### config.mk
export PLATFORM = sky130hd
export DESIGN_NAME = id_ex_stage
export DESIGN_NICKNAME = d
export VERILOG_FILES = /design/src/rtl/id_ex_stage.sv
export SDC_FILE = /design/constraint.sdc
export NUM_CORES = 1
export LEC_CHECK = 0
export BUFFER_PORTS_ARGS = -buffer_cell sky130_fd_sc_hd__buf_2
export CAP_MARGIN = 20
export CORE_MARGIN = 5
export CORE_UTILIZATION = 44
export CTS_CLUSTER_SIZE = 12
export DETAILED_ROUTE_END_ITERATION = 8
export GPL_ROUTABILITY_DRIVEN = 0
export PLACE_DENSITY = 0.76
export SETUP_SLACK_MARGIN = 0.4
export SKIP_LAST_GASP = 1
export SLEW_MARGIN = 5
export SYNTH_ARGS = -nofsm -noshare
export SYNTH_HDL_FRONTEND = slang
export SYNTH_SLANG_ARGS = --single-unit
export TNS_END_PERCENT = 5
### constraint.sdc
create_clock -name clk_i -period 2.7 [get_ports clk_i]
set_clock_uncertainty 0.05 [all_clocks]
set_input_delay 0.27 -clock clk_i [delete_from_list [all_inputs] [get_ports clk_i]]
set_output_delay 0.27 -clock clk_i [all_outputs]
set_load 0.02 [all_outputs]
### src/rtl/id_ex_stage.sv
// ID/EX pipeline register with load-use hazard detection and a saturating stall counter.
// Latency: one cycle from ID inputs to idex_* outputs; hazard outputs are combinational from registered state.
// Backpressure: on a load-use hazard it drops pc_write/ifid_write and loads a bubble so ID re-presents its instruction.
module id_ex_stage #(
  parameter int DATA_W = 32,
  parameter int CTRL_W = 8,
  parameter int CNT_W  = 16
) (
  input  logic              clk_i,
  input  logic              rst_i,
  input  logic [4:0]        ifid_rs,
  input  logic [4:0]        ifid_rt,
  input  logic [4:0]        ifid_rd,
  input  logic [DATA_W-1:0] id_rs_data,
  input  logic [DATA_W-1:0] id_rt_data,
  input  logic [DATA_W-1:0] id_imm,
  input  logic [CTRL_W-1:0] id_ctrl,
  input  logic              flush_i,
  output logic [4:0]        idex_regs,
  output logic [4:0]        idex_regt,
  output logic [4:0]        idex_regd,
  output logic [DATA_W-1:0] idex_rs_data,
  output logic [DATA_W-1:0] idex_rt_data,
  output logic [DATA_W-1:0] idex_imm,
  output logic [CTRL_W-1:0] idex_ctrl,
  output logic              idex_valid,
  output logic              pc_write,
  output logic              ifid_write,
  output logic              stall_o,
  output logic [CNT_W-1:0]  stall_count
);

  localparam int MEMREAD_BIT = 1;

  typedef struct packed {
    logic [4:0]        rs;
    logic [4:0]        rt;
    logic [4:0]        rd;
    logic [DATA_W-1:0] rs_data;
    logic [DATA_W-1:0] rt_data;
    logic [DATA_W-1:0] imm;
    logic [CTRL_W-1:0] ctrl;
    logic              valid;
  } idex_t;

  idex_t            stage_q;
  idex_t            stage_d;
  logic             hazard;
  logic [CNT_W-1:0] cnt_q;

  // A load writing $0 never produces a usable value, so it cannot cause a stall.
  assign hazard = stage_q.ctrl[MEMREAD_BIT] & (stage_q.rt != 5'd0) &
                  ((stage_q.rt == ifid_rs) | (stage_q.rt == ifid_rt));

  always_comb begin
    stage_d = '0;
    if (!(flush_i | hazard)) begin
      stage_d.rs      = ifid_rs;
      stage_d.rt      = ifid_rt;
      stage_d.rd      = ifid_rd;
      stage_d.rs_data = id_rs_data;
      stage_d.rt_data = id_rt_data;
      stage_d.imm     = id_imm;
      stage_d.ctrl    = id_ctrl;
      stage_d.valid   = 1'b1;
    end
  end

  always_ff @(posedge clk_i or negedge rst_i) begin
    if (!rst_i) begin
      stage_q <= '0;
    end else begin
      stage_q <= stage_d;
    end
  end

  // Flushed cycles are not counted: the squash, not the dependency, caused the bubble.
  always_ff @(posedge clk_i or negedge rst_i) begin
    if (!rst_i) begin
      cnt_q <= '0;
    end else if (hazard && !flush_i && (cnt_q != {CNT_W{1'b1}})) begin
      cnt_q <= cnt_q + 1'b1;
    end
  end

  assign idex_regs    = stage_q.rs;
  assign idex_regt    = stage_q.rt;
  assign idex_regd    = stage_q.rd;
  assign idex_rs_data = stage_q.rs_data;
  assign idex_rt_data = stage_q.rt_data;
  assign idex_imm     = stage_q.imm;
  assign idex_ctrl    = stage_q.ctrl;
  assign idex_valid   = stage_q.valid;
  assign stall_o      = hazard;
  assign pc_write     = ~hazard;
  assign ifid_write   = ~hazard;
  assign stall_count  = cnt_q;

endmodule

==> results of run 1 <==
-- where the power goes --
part | switching (µW) | leakage, µW | internal [µW]
clock | 881 | 0.000290 | 1440
combinational | 365 | 0.00216 | 330
sequential | 45.5 | 0.00177 | 2140
-- worst max-delay path, cell delays in order (launching register included) --
cell	delay, ps
dfrtp_1	420
or4_4	530
o21a_1	190
nand2_1	100
inv_1	40
buf_2	150
-- state kept, by name, indices dropped and copies added (netlist names) --
register	cells
stall_count	16
idex_regs	5
idex_regt	5
idex_rt_data	32
idex_regd	5
idex_imm	32
idex_rs_data	32
idex_valid	1
idex_ctrl	8
-- kinds of logic (layout without fill, tap and decap cells) --
group                    Yosys count  count (layout)  synth area share
XOR/XNOR                          24              24            0.0435
buffers and inverters             18             422            0.0323
flip-flops                       136             136             0.704
AND/OR/NAND/NOR                  162             162             0.203
AO/OA/AOI/OAI                      7               7            0.0122
adder cells (fa/ha/maj)            1               1           0.00259
other                              0               1                 0
multiplexers                       1               1           0.00233
-- routing by layer --
metal | share of wire | vias up
li1 | - | 1890
met1 | 0.35 | 1956
met2 | 0.52 | 195
met3 | 0.085 | 44
met4 | 0.038 | 0
met5 | 0 | -
-- area by class of cell --
cell class / instances / area share
clock buffer: 19 / 0.0535
tap: 140 / 0.0217
antenna: 1 / 0.000310
multi-input combinational: 195 / 0.161
timing repair buffer: 388 / 0.320
clock inverter: 13 / 0.0208
inverter: 2 / 0.000931
sequential: 136 / 0.422
-- stage by stage --
stage                     utilization  setup WS, ps  total power [µW]  area (µm²)  hold slack (ps)
final                           0.748           446              5210        8070              184
after global routing            0.748           355              5410        8070              194
after CTS                       0.747           402              5230        8060              236
after detailed placement        0.577           493              2760        6230              236
after global placement          0.577           581              2750        6230              219
after floorplan                     -           574              2500        4840            -75.6
-- how the worst max path moves through the flow --
stage                                     from                    endpoint  cells after the start
floorplan               idex_regt[2]$_DFF_PN0_                    pc_write                      6
global placement    stall_count[0]$_DFFE_PN0P_  stall_count[1]$_DFFE_PN0P_                      6
detailed placement      idex_regt[1]$_DFF_PN0_      idex_imm[28]$_DFF_PN0_                      5
finish                  idex_regt[2]$_DFF_PN0_                     stall_o                      5
CTS                     idex_regt[2]$_DFF_PN0_                     stall_o                      5
global route            idex_regt[2]$_DFF_PN0_                     stall_o                      5
-- cells in the final DEF, fill, tap and decap left out, types with 3 or more instances in the layout --
cell type,instances
buf_2,259
dfrtp_1,136
and2_1,121
dlygate4sd3_1,120
xnor2_1,24
clkbuf_16,16
nand4_1,10
nand3_1,8
nand2_1,8
buf_4,6
and3_1,4
inv_6,4
bufinv_16,3
-- what timing repair did --
item | in CTS | in global routing
hold endpoints to repair | 179 | 0
setup buffers | 3 | 0
setup endpoints to repair | 3 | 76
pin swaps | 1 | 0
hold buffers | 120 | 0
gates resized for setup | 2 | 1
==> run metrics, run 1 <==
Setup CP Type flop to output pin; Overflow after GRT 0; P&R area growth vs syn 66.8%; M1 GR Usage 0.258; latest clock arrival within the worst-skew pair 510 ps; vias per cell 4.57; worst path arrival time 1930 ps; met2 Track Usage GR 0.422; Clock Pin Slew Worst Setup and Hold Paths 60 ps; Top Usage Layer GRT met2; clk root buf clkbuf_8; Startpoint Class flop; CP Capture Type output pin; cell total after placement 738; Netlist cell types 31; Synthesized Nets 472; via count 4085; CTS max path bufs 2; area share of the largest cell type after synthesis 0.704; Max FO, Critical Path 4; FMAX 0.444 GHz; worst r2r path cells 6; RR Startpoint idex_regt[2]$_DFF_PN0_; die height 115 µm; DP HPWL 9500 µm; die area 13200 µm²; DRC viols 0; Post-Syn Area 4840 µm²; top post-synthesis cells by area dfrtp_1 70%, and2_1 16%, xnor2_1 4.3%; # port buffers 260; LEAKAGE 0.00422 µW; most instantiated cells after synthesis 136 x dfrtp_1, 121 x and2_1, 24 x xnor2_1, 11 x buf_6, 10 x nand4_1; RSZ-0062 raised after global routing true; Final setup viols 0; worst slew pin tran 543 ps; Worst R2R Setup Slack 500 ps; Multi-input gate area 1290 µm²; CTS sink count 136; fraction of layout cells with a size suffix above 1 0.402; total track usage 0.242; TNS Setup 0 ps; H-tree depth 4; HP Class input port to flop; Routed WL per cell 17.2 µm; Initial Util 0.448; largest net degree at the start of global routing 75; yosys warns 0; row count 38; chip width 115 µm; first-pass GRT wire length 23900 µm; CTS Buf Count 17; vias in the first global route 4668; Final Max Tran Viols 0; Tmin final 2250 ps; crit share post-route 0.835; flops & latches, synth 136; Main synth FF type dfrtp_1; Pwr per Cell Area 646 nW/µm²; Avg Cell Area, Syn 13.9 µm²; final hold violations 0; HP Start flush_i; met3 GRT Util 0.0832; status complete, no violations; DRT Wirelength 15400 µm; worst-case vdd ir drop 412 µV; cells after synthesis 349; hold path depth 3; initial antenna violation count 1; Rel. slew slack 0.634; register area 3400 µm²; Boundary Pins 261; worst flop-to-flop path endpoint stall_count[1]$_DFFE_PN0P_; end of the worst hold path idex_valid$_DFF_PN0_; area leader, netlist dfrtp_1; CORE AREA 10800 µm²; first-pass iteration count of the detailed router 4; Data required, critical path 2380 ps; # nets final 863; DRT iter0 DRCs 216; most common cell in the netlist dfrtp_1; Detail Route Antenna Nets 0; Post-synth EDFFs 0; # Max-Cap Violations 0; fin cells 894; asr flop ratio synth 1.00; CTS tree built; # fillers 662; Seq/Total Area, Yosys 0.704
Note: power is estimated with default switching activity, not from simulation.
==> run 2: changes to the inputs <==
--- a/config.mk
+++ b/config.mk
@@ -8,11 +8,11 @@
 export BUFFER_PORTS_ARGS = -buffer_cell sky130_fd_sc_hd__buf_2
 export CAP_MARGIN = 20
 export CORE_MARGIN = 5
-export CORE_UTILIZATION = 44
+export CORE_UTILIZATION = 40
 export CTS_CLUSTER_SIZE = 12
 export DETAILED_ROUTE_END_ITERATION = 8
 export GPL_ROUTABILITY_DRIVEN = 0
-export PLACE_DENSITY = 0.76
+export PLACE_DENSITY = 0.73
 export SETUP_SLACK_MARGIN = 0.4
 export SKIP_LAST_GASP = 1
 export SLEW_MARGIN = 5
==> constraint.sdc (replaced) <==
create_clock -name clk_i -period 1.89 [get_ports clk_i]
set_clock_uncertainty 0.05 [all_clocks]
set_input_delay 0.189 -clock clk_i [delete_from_list [all_inputs] [get_ports clk_i]]
set_output_delay 0.189 -clock clk_i [all_outputs]
set_load 0.02 [all_outputs]
==> run metrics, run 2 (synthesis results as in run 1) <==
Tmin final 2050 ps; vias per cell 4.49; Routed WL per cell 16.5 µm; Multi-input gate area 1320 µm²; # fillers 817; row count 40; Worst path slowest cell or4_4; Initial Util 0.406; first-pass GRT wire length 24100 µm; largest net degree at the start of global routing 53; CTS max path bufs 2; LEAKAGE 0.00439 µW; # port buffers 260; setup ws final -162 ps; commonest non-fill, non-tap cell in the layout buf_2; CORE AREA 11900 µm²; P&R area growth vs syn 73.4%; Overflow after GRT 0; failing checks negative setup slack; worst path arrival time 1810 ps; die area 14400 µm²; final hold violations 0; fraction of layout cells with a size suffix above 1 0.430; H-tree depth 4; vias in the first global route 4729; CP max stage delay 540 ps; DRT Wirelength 15100 µm; total track usage 0.217; Pwr per Cell Area 933 nW/µm²; clk root buf clkbuf_16; Rel. slew slack 0.706; Worst R2R Setup Slack -140 ps; via count 4124; CTS sink count 136; status finished with violations; first-pass iteration count of the detailed router 4; DP HPWL 9410 µm; crit share post-route 1.09; DRT iter0 DRCs 194; DRC viols 0; RR Startpoint idex_regt[2]$_DFF_PN0_; Clock Pin Slew Worst Setup and Hold Paths 60 ps; HP Class input port to asynchronous set/reset pin; chip width 120 µm; Final setup viols 123; end-of-flow core utilization 0.704; worst setup path start idex_regt[2]$_DFF_PN0_; latest clock arrival within the worst-skew pair 410 ps; # Max-Cap Violations 0; worst slew pin tran 441 ps; commonest cells after routing, fill and taps aside 256 x buf_2, 132 x dfrtp_1, 121 x and2_1, 120 x dlygate4sd3_1, 24 x xnor2_1; # nets final 882; Max FO, Critical Path 3; Detail Route Antenna Nets 0; Final Max Tran Viols 0; register area 3410 µm²; CTS Buf Count 17; worst r2r path cells 5; setup slack at placement -35.4 ps; Setup CP Type flop to output pin; die height 120 µm; Post-DP Area 6430 µm²; FMAX 0.487 GHz; CTS tree built; worst-case vdd ir drop 585 µV; n_diodes 0; Startpoint Class flop; initial antenna violation count 0; CP Capture Type output pin; Boundary Pins 261; Finished Cell Area 8390 µm²; Data required, critical path 1650 ps; RSZ-0062 raised after global routing true; Cell Chain, Critical Path or4_4 -> o21a_4 -> nand2_4 -> inv_2 -> buf_6; worst flop-to-flop path endpoint idex_imm[1]$_DFF_PN0_
run 2: changes by cell type in the layout (fill, tap and decap cells not counted), sizes merged:
cell / change
clkbuf: -1
inv: -2
clkinv: -1
bufinv: +2
diode: -1
clkinvlp: +2
buf: +18
bufbuf: +1
run 2: layout make-up:
class | count | area share
Tap cell | 147 | 0.0219
Inverter | 2 | 0.000895
Multi-Input combinational cell | 195 | 0.157
Clock buffer | 18 | 0.0524
Timing Repair Buffer | 407 | 0.335
Clock inverter | 14 | 0.0263
Sequential cell | 136 | 0.406
run 2: report_power, final:
part	total (µW)	internal, µW	switching (µW)
registers	3120	3070	51.4
clock network	3630	2380	1250
logic	1070	524	547
total	7820	5970	1850
run 2: critical path: cells and delay by family (launching register included):
| kind | cells | cell delay (ps) |
|---|---|---|
| flip-flops | 1 | 400 |
| AND/OR/NAND/NOR | 2 | 610 |
| buffers and inverters | 2 | 160 |
| AO/OA/AOI/OAI | 1 | 240 |
run 2: worst max-delay path by stage:
stage	endpoint	slack (ps)	depth (start not counted)
detailed placement	idex_regd[4]$_DFF_PN0_	-40	5
global route	stall_o	-220	5
finish	stall_o	-160	5
floorplan	stall_count[1]$_DFFE_PN0P_	-130	6
global placement	idex_rt_data[12]$_DFF_PN0_	20	5
CTS	stall_o	-200	5
run 2: per-stage QoR:
step	total power, µW	hold WS (ps)	setup TNS, ps	std cells
detailed placement	4000	96.4	-375	764
CTS	7870	127	-11120	918
global placement	3980	88.5	0	764
floorplan	3580	-157	-184	349
finish	7820	221	-11090	919
global route	8110	243	-21810	919
run 2: metal layers:
layer / wire length [µm] / vias up / track usage
li1: - / 1934 / -
met1: 5560 / 1972 / 0.237
met2: 7850 / 182 / 0.378
met3: 1280 / 36 / 0.0759
met4: 450 / 0 / 0.0995
met5: 0 / - / 0
run 2: timing repair:
item | 4_1_cts | 5_1_grt
hold endpoints to repair | 161 | 0
gates cloned | 1 | 0
pin swaps | 4 | 3
resized for setup | 8 | 0
hold buffers | 120 | 0
buffers inserted | 1 | 1
endpoints found under the setup margin | 139 | 139
==> run 3: changes to the inputs <==
--- a/config.mk
+++ b/config.mk
@@ -5,13 +5,15 @@
 export SDC_FILE = /design/constraint.sdc
 export NUM_CORES = 1
 export LEC_CHECK = 0
+export ABC_AREA = 1
 export BUFFER_PORTS_ARGS = -buffer_cell sky130_fd_sc_hd__buf_2
 export CAP_MARGIN = 20
 export CORE_MARGIN = 5
-export CORE_UTILIZATION = 40
+export CORE_UTILIZATION = 41
 export CTS_CLUSTER_SIZE = 12
 export DETAILED_ROUTE_END_ITERATION = 8
 export GPL_ROUTABILITY_DRIVEN = 0
+export MAX_ROUTING_LAYER = met4
 export PLACE_DENSITY = 0.73
 export SETUP_SLACK_MARGIN = 0.4
 export SKIP_LAST_GASP = 1
==> run metrics, run 3 <==
DRC viols 0; die area 15000 µm²; crit share post-route 0.977; n_diodes 0; CTS max path bufs 2; Max FO, Critical Path 5; DP HPWL 10100 µm; commonest cells after routing, fill and taps aside 257 x buf_2, 134 x inv_1, 131 x nor2_1, 127 x dfrtp_1, 121 x dlygate4sd3_1; latest clock arrival within the worst-skew pair 410 ps; asr flop ratio synth 1.00; DRT Wirelength 17800 µm; top post-synthesis cells by area dfrtp_1 66%, inv_1 9.9%, nor2_1 9.9%; # Max-Cap Violations 0; # nets final 1076; CTS Buf Count 17; flops & latches, synth 136; Detail Route Antenna Nets 0; DRT iter0 DRCs 352; Synthesized Nets 677; cells after synthesis 554; vias per cell 4.49; LEAKAGE 0.00508 µW; WL met1 6630 µm; CTS tree built; cell total after placement 977; chip width 122 µm; Seq/Total Area, Yosys 0.658; Routed WL per cell 15.7 µm; CTS sink count 136; Avg Cell Area, Syn 9.33 µm²; yosys warns 0; vias in the first global route 5520; row count 41; Startpoint Class flop; highest metal used met4; worst path arrival time 1610 ps; HP Class input port to asynchronous set/reset pin; Overflow after GRT 0; most common cell in the netlist inv_1; # port buffers 260; total track usage 0.251; Cell Chain, Critical Path nand2_1 -> nand2_2 -> nor2_2 -> nand3_1 -> nand2_2 -> nand2_4 -> inv_2 -> buf_6; status complete, no violations; worst-case vdd ir drop 614 µV; Setup CP Type flop to output pin; area leader, netlist dfrtp_1; met2 wire len 9120 µm; Data required, critical path 1650 ps; Post-synth EDFFs 0; clk root buf clkbuf_16; RSZ-0062 raised after global routing true; CORE AREA 12500 µm²; Netlist cell types 19; worst slew pin tran 414 ps; Final Max Tran Viols 0; final hold violations 0; met3 wire len 1520 µm; Pwr per Cell Area 854 nW/µm²; # fillers 877; Boundary Pins 261; FMAX 0.542 GHz; largest net degree at the start of global routing 68; Clock Pin Slew Worst Setup and Hold Paths 60 ps; Rel. slew slack 0.724; commonest non-fill, non-tap cell in the layout buf_2; Top cell by count, worst path nand2_2; via count 5106; Initial Util 0.413; Main synth FF type dfrtp_1; Tmin final 1850 ps; Final setup viols 0; P&R area growth vs syn 68.5%; area share of the largest cell type after synthesis 0.658; Final Power 7440 µW; H-tree depth 4; CP max stage delay 430 ps; Worst path slowest cell dfrtp_2; CP Capture Type output pin; most instantiated cells after synthesis 137 x inv_1, 136 x dfrtp_1, 136 x nor2_1, 80 x nand2_1, 14 x buf_4; initial antenna violation count 0; fraction of layout cells with a size suffix above 1 0.347; first-pass GRT wire length 27800 µm; die height 122 µm; Post-Syn Area 5170 µm²; first-pass iteration count of the detailed router 5; fin cells 1137
[run 3: changes by cell type after synthesis, moves of 13 or more]
cell,previous run,this run
inv_1,2,137
nor2_1,1,136
and2_1,121,0
nand2_1,8,80
xnor2_1,24,5
buf_4,1,14
[run 3: power breakdown]
group	switching [µW]	internal [µW]	leakage, µW
registers	69.7	3060	0.00176
logic	612	481	0.00304
clock network	1180	2040	0.000276
[run 3: area by class of cell]
type | instances | area [µm²] | share of cell area
sequential | 136 | 3410 | 0.392
inverter | 141 | 529 | 0.0607
multi-input combinational | 262 | 1240 | 0.142
clock buffer | 24 | 482 | 0.0553
tap | 172 | 215 | 0.0247
timing repair buffer | 395 | 2750 | 0.315
clock inverter | 7 | 93.8 | 0.0108
[run 3: logic make-up (layout without fill, tap and decap cells)]
| kind of cell | after synthesis | in the layout | synth area share |
|---|---|---|---|
| and+or+nand+nor | 244 | 245 | 0.188 |
| buffers and inverters | 157 | 567 | 0.125 |
| DFF | 136 | 136 | 0.658 |
| xor gates and xnor gates | 15 | 15 | 0.0254 |
| adders and majority gates | 1 | 1 | 0.00242 |
| AOI/OAI and AO/OA | 1 | 1 | 0.000967 |
[run 3: worst max-delay path, delay by kind of cell (launching register included)]
| family | cells | cell delay, ps |
|---|---|---|
| flip-flops | 1 | 430 |
| AND/OR/NAND/NOR | 6 | 590 |
| buffers and inverters | 2 | 180 |
[run 3: per-stage QoR]
stage	cell area, µm²	setup WS [ps]	TNS, ps	hold slack [ps]	util
4_1_cts	8630	117	0	184	0.689
5_1_grt	8720	-29.4	-53.8	232	0.696
2_1_floorplan	5240	353	0	-157	-
6_report	8720	44.1	0	198	0.696
3_3_place_gp	6730	265	0	55.4	0.537
3_5_place_dp	6730	211	0	57.2	0.537
[run 3: repair_timing]
action | in CTS | in global routing
buffers inserted | 4 | 0
endpoints found under the setup margin | 133 | 139
hold buffers | 121 | 0
hold endpoints to repair | 161 | 0
gates cloned | 2 | 2
pin swaps | 6 | 5
gates resized for setup | 17 | 11
[run 3: path summary, 6_finish.rpt]
kind,cells after the start,from,endpoint,slack [ps]
min in group clk_i,2,stall_count[9]$_DFFE_PN0P_,stall_count[9]$_DFFE_PN0P_,480
worst min register to register,2,stall_count[9]$_DFFE_PN0P_,stall_count[9]$_DFFE_PN0P_,480
worst min-delay path,2,rst_i,stall_count[4]$_DFFE_PN0P_,200
worst max-delay path,8,idex_regt[0]$_DFF_PN0_,stall_o,40
worst max register to register,10,idex_regt[0]$_DFF_PN0_,idex_imm[17]$_DFF_PN0_,70
max in group asynchronous,3,rst_i,idex_imm[17]$_DFF_PN0_,880
[run 3: routing by layer]
layer,vias up,global-route usage
met1,2408,0.283
li1,2365,-
met4,0,0.0952
met5,-,-
met2,283,0.420
met3,50,0.0774
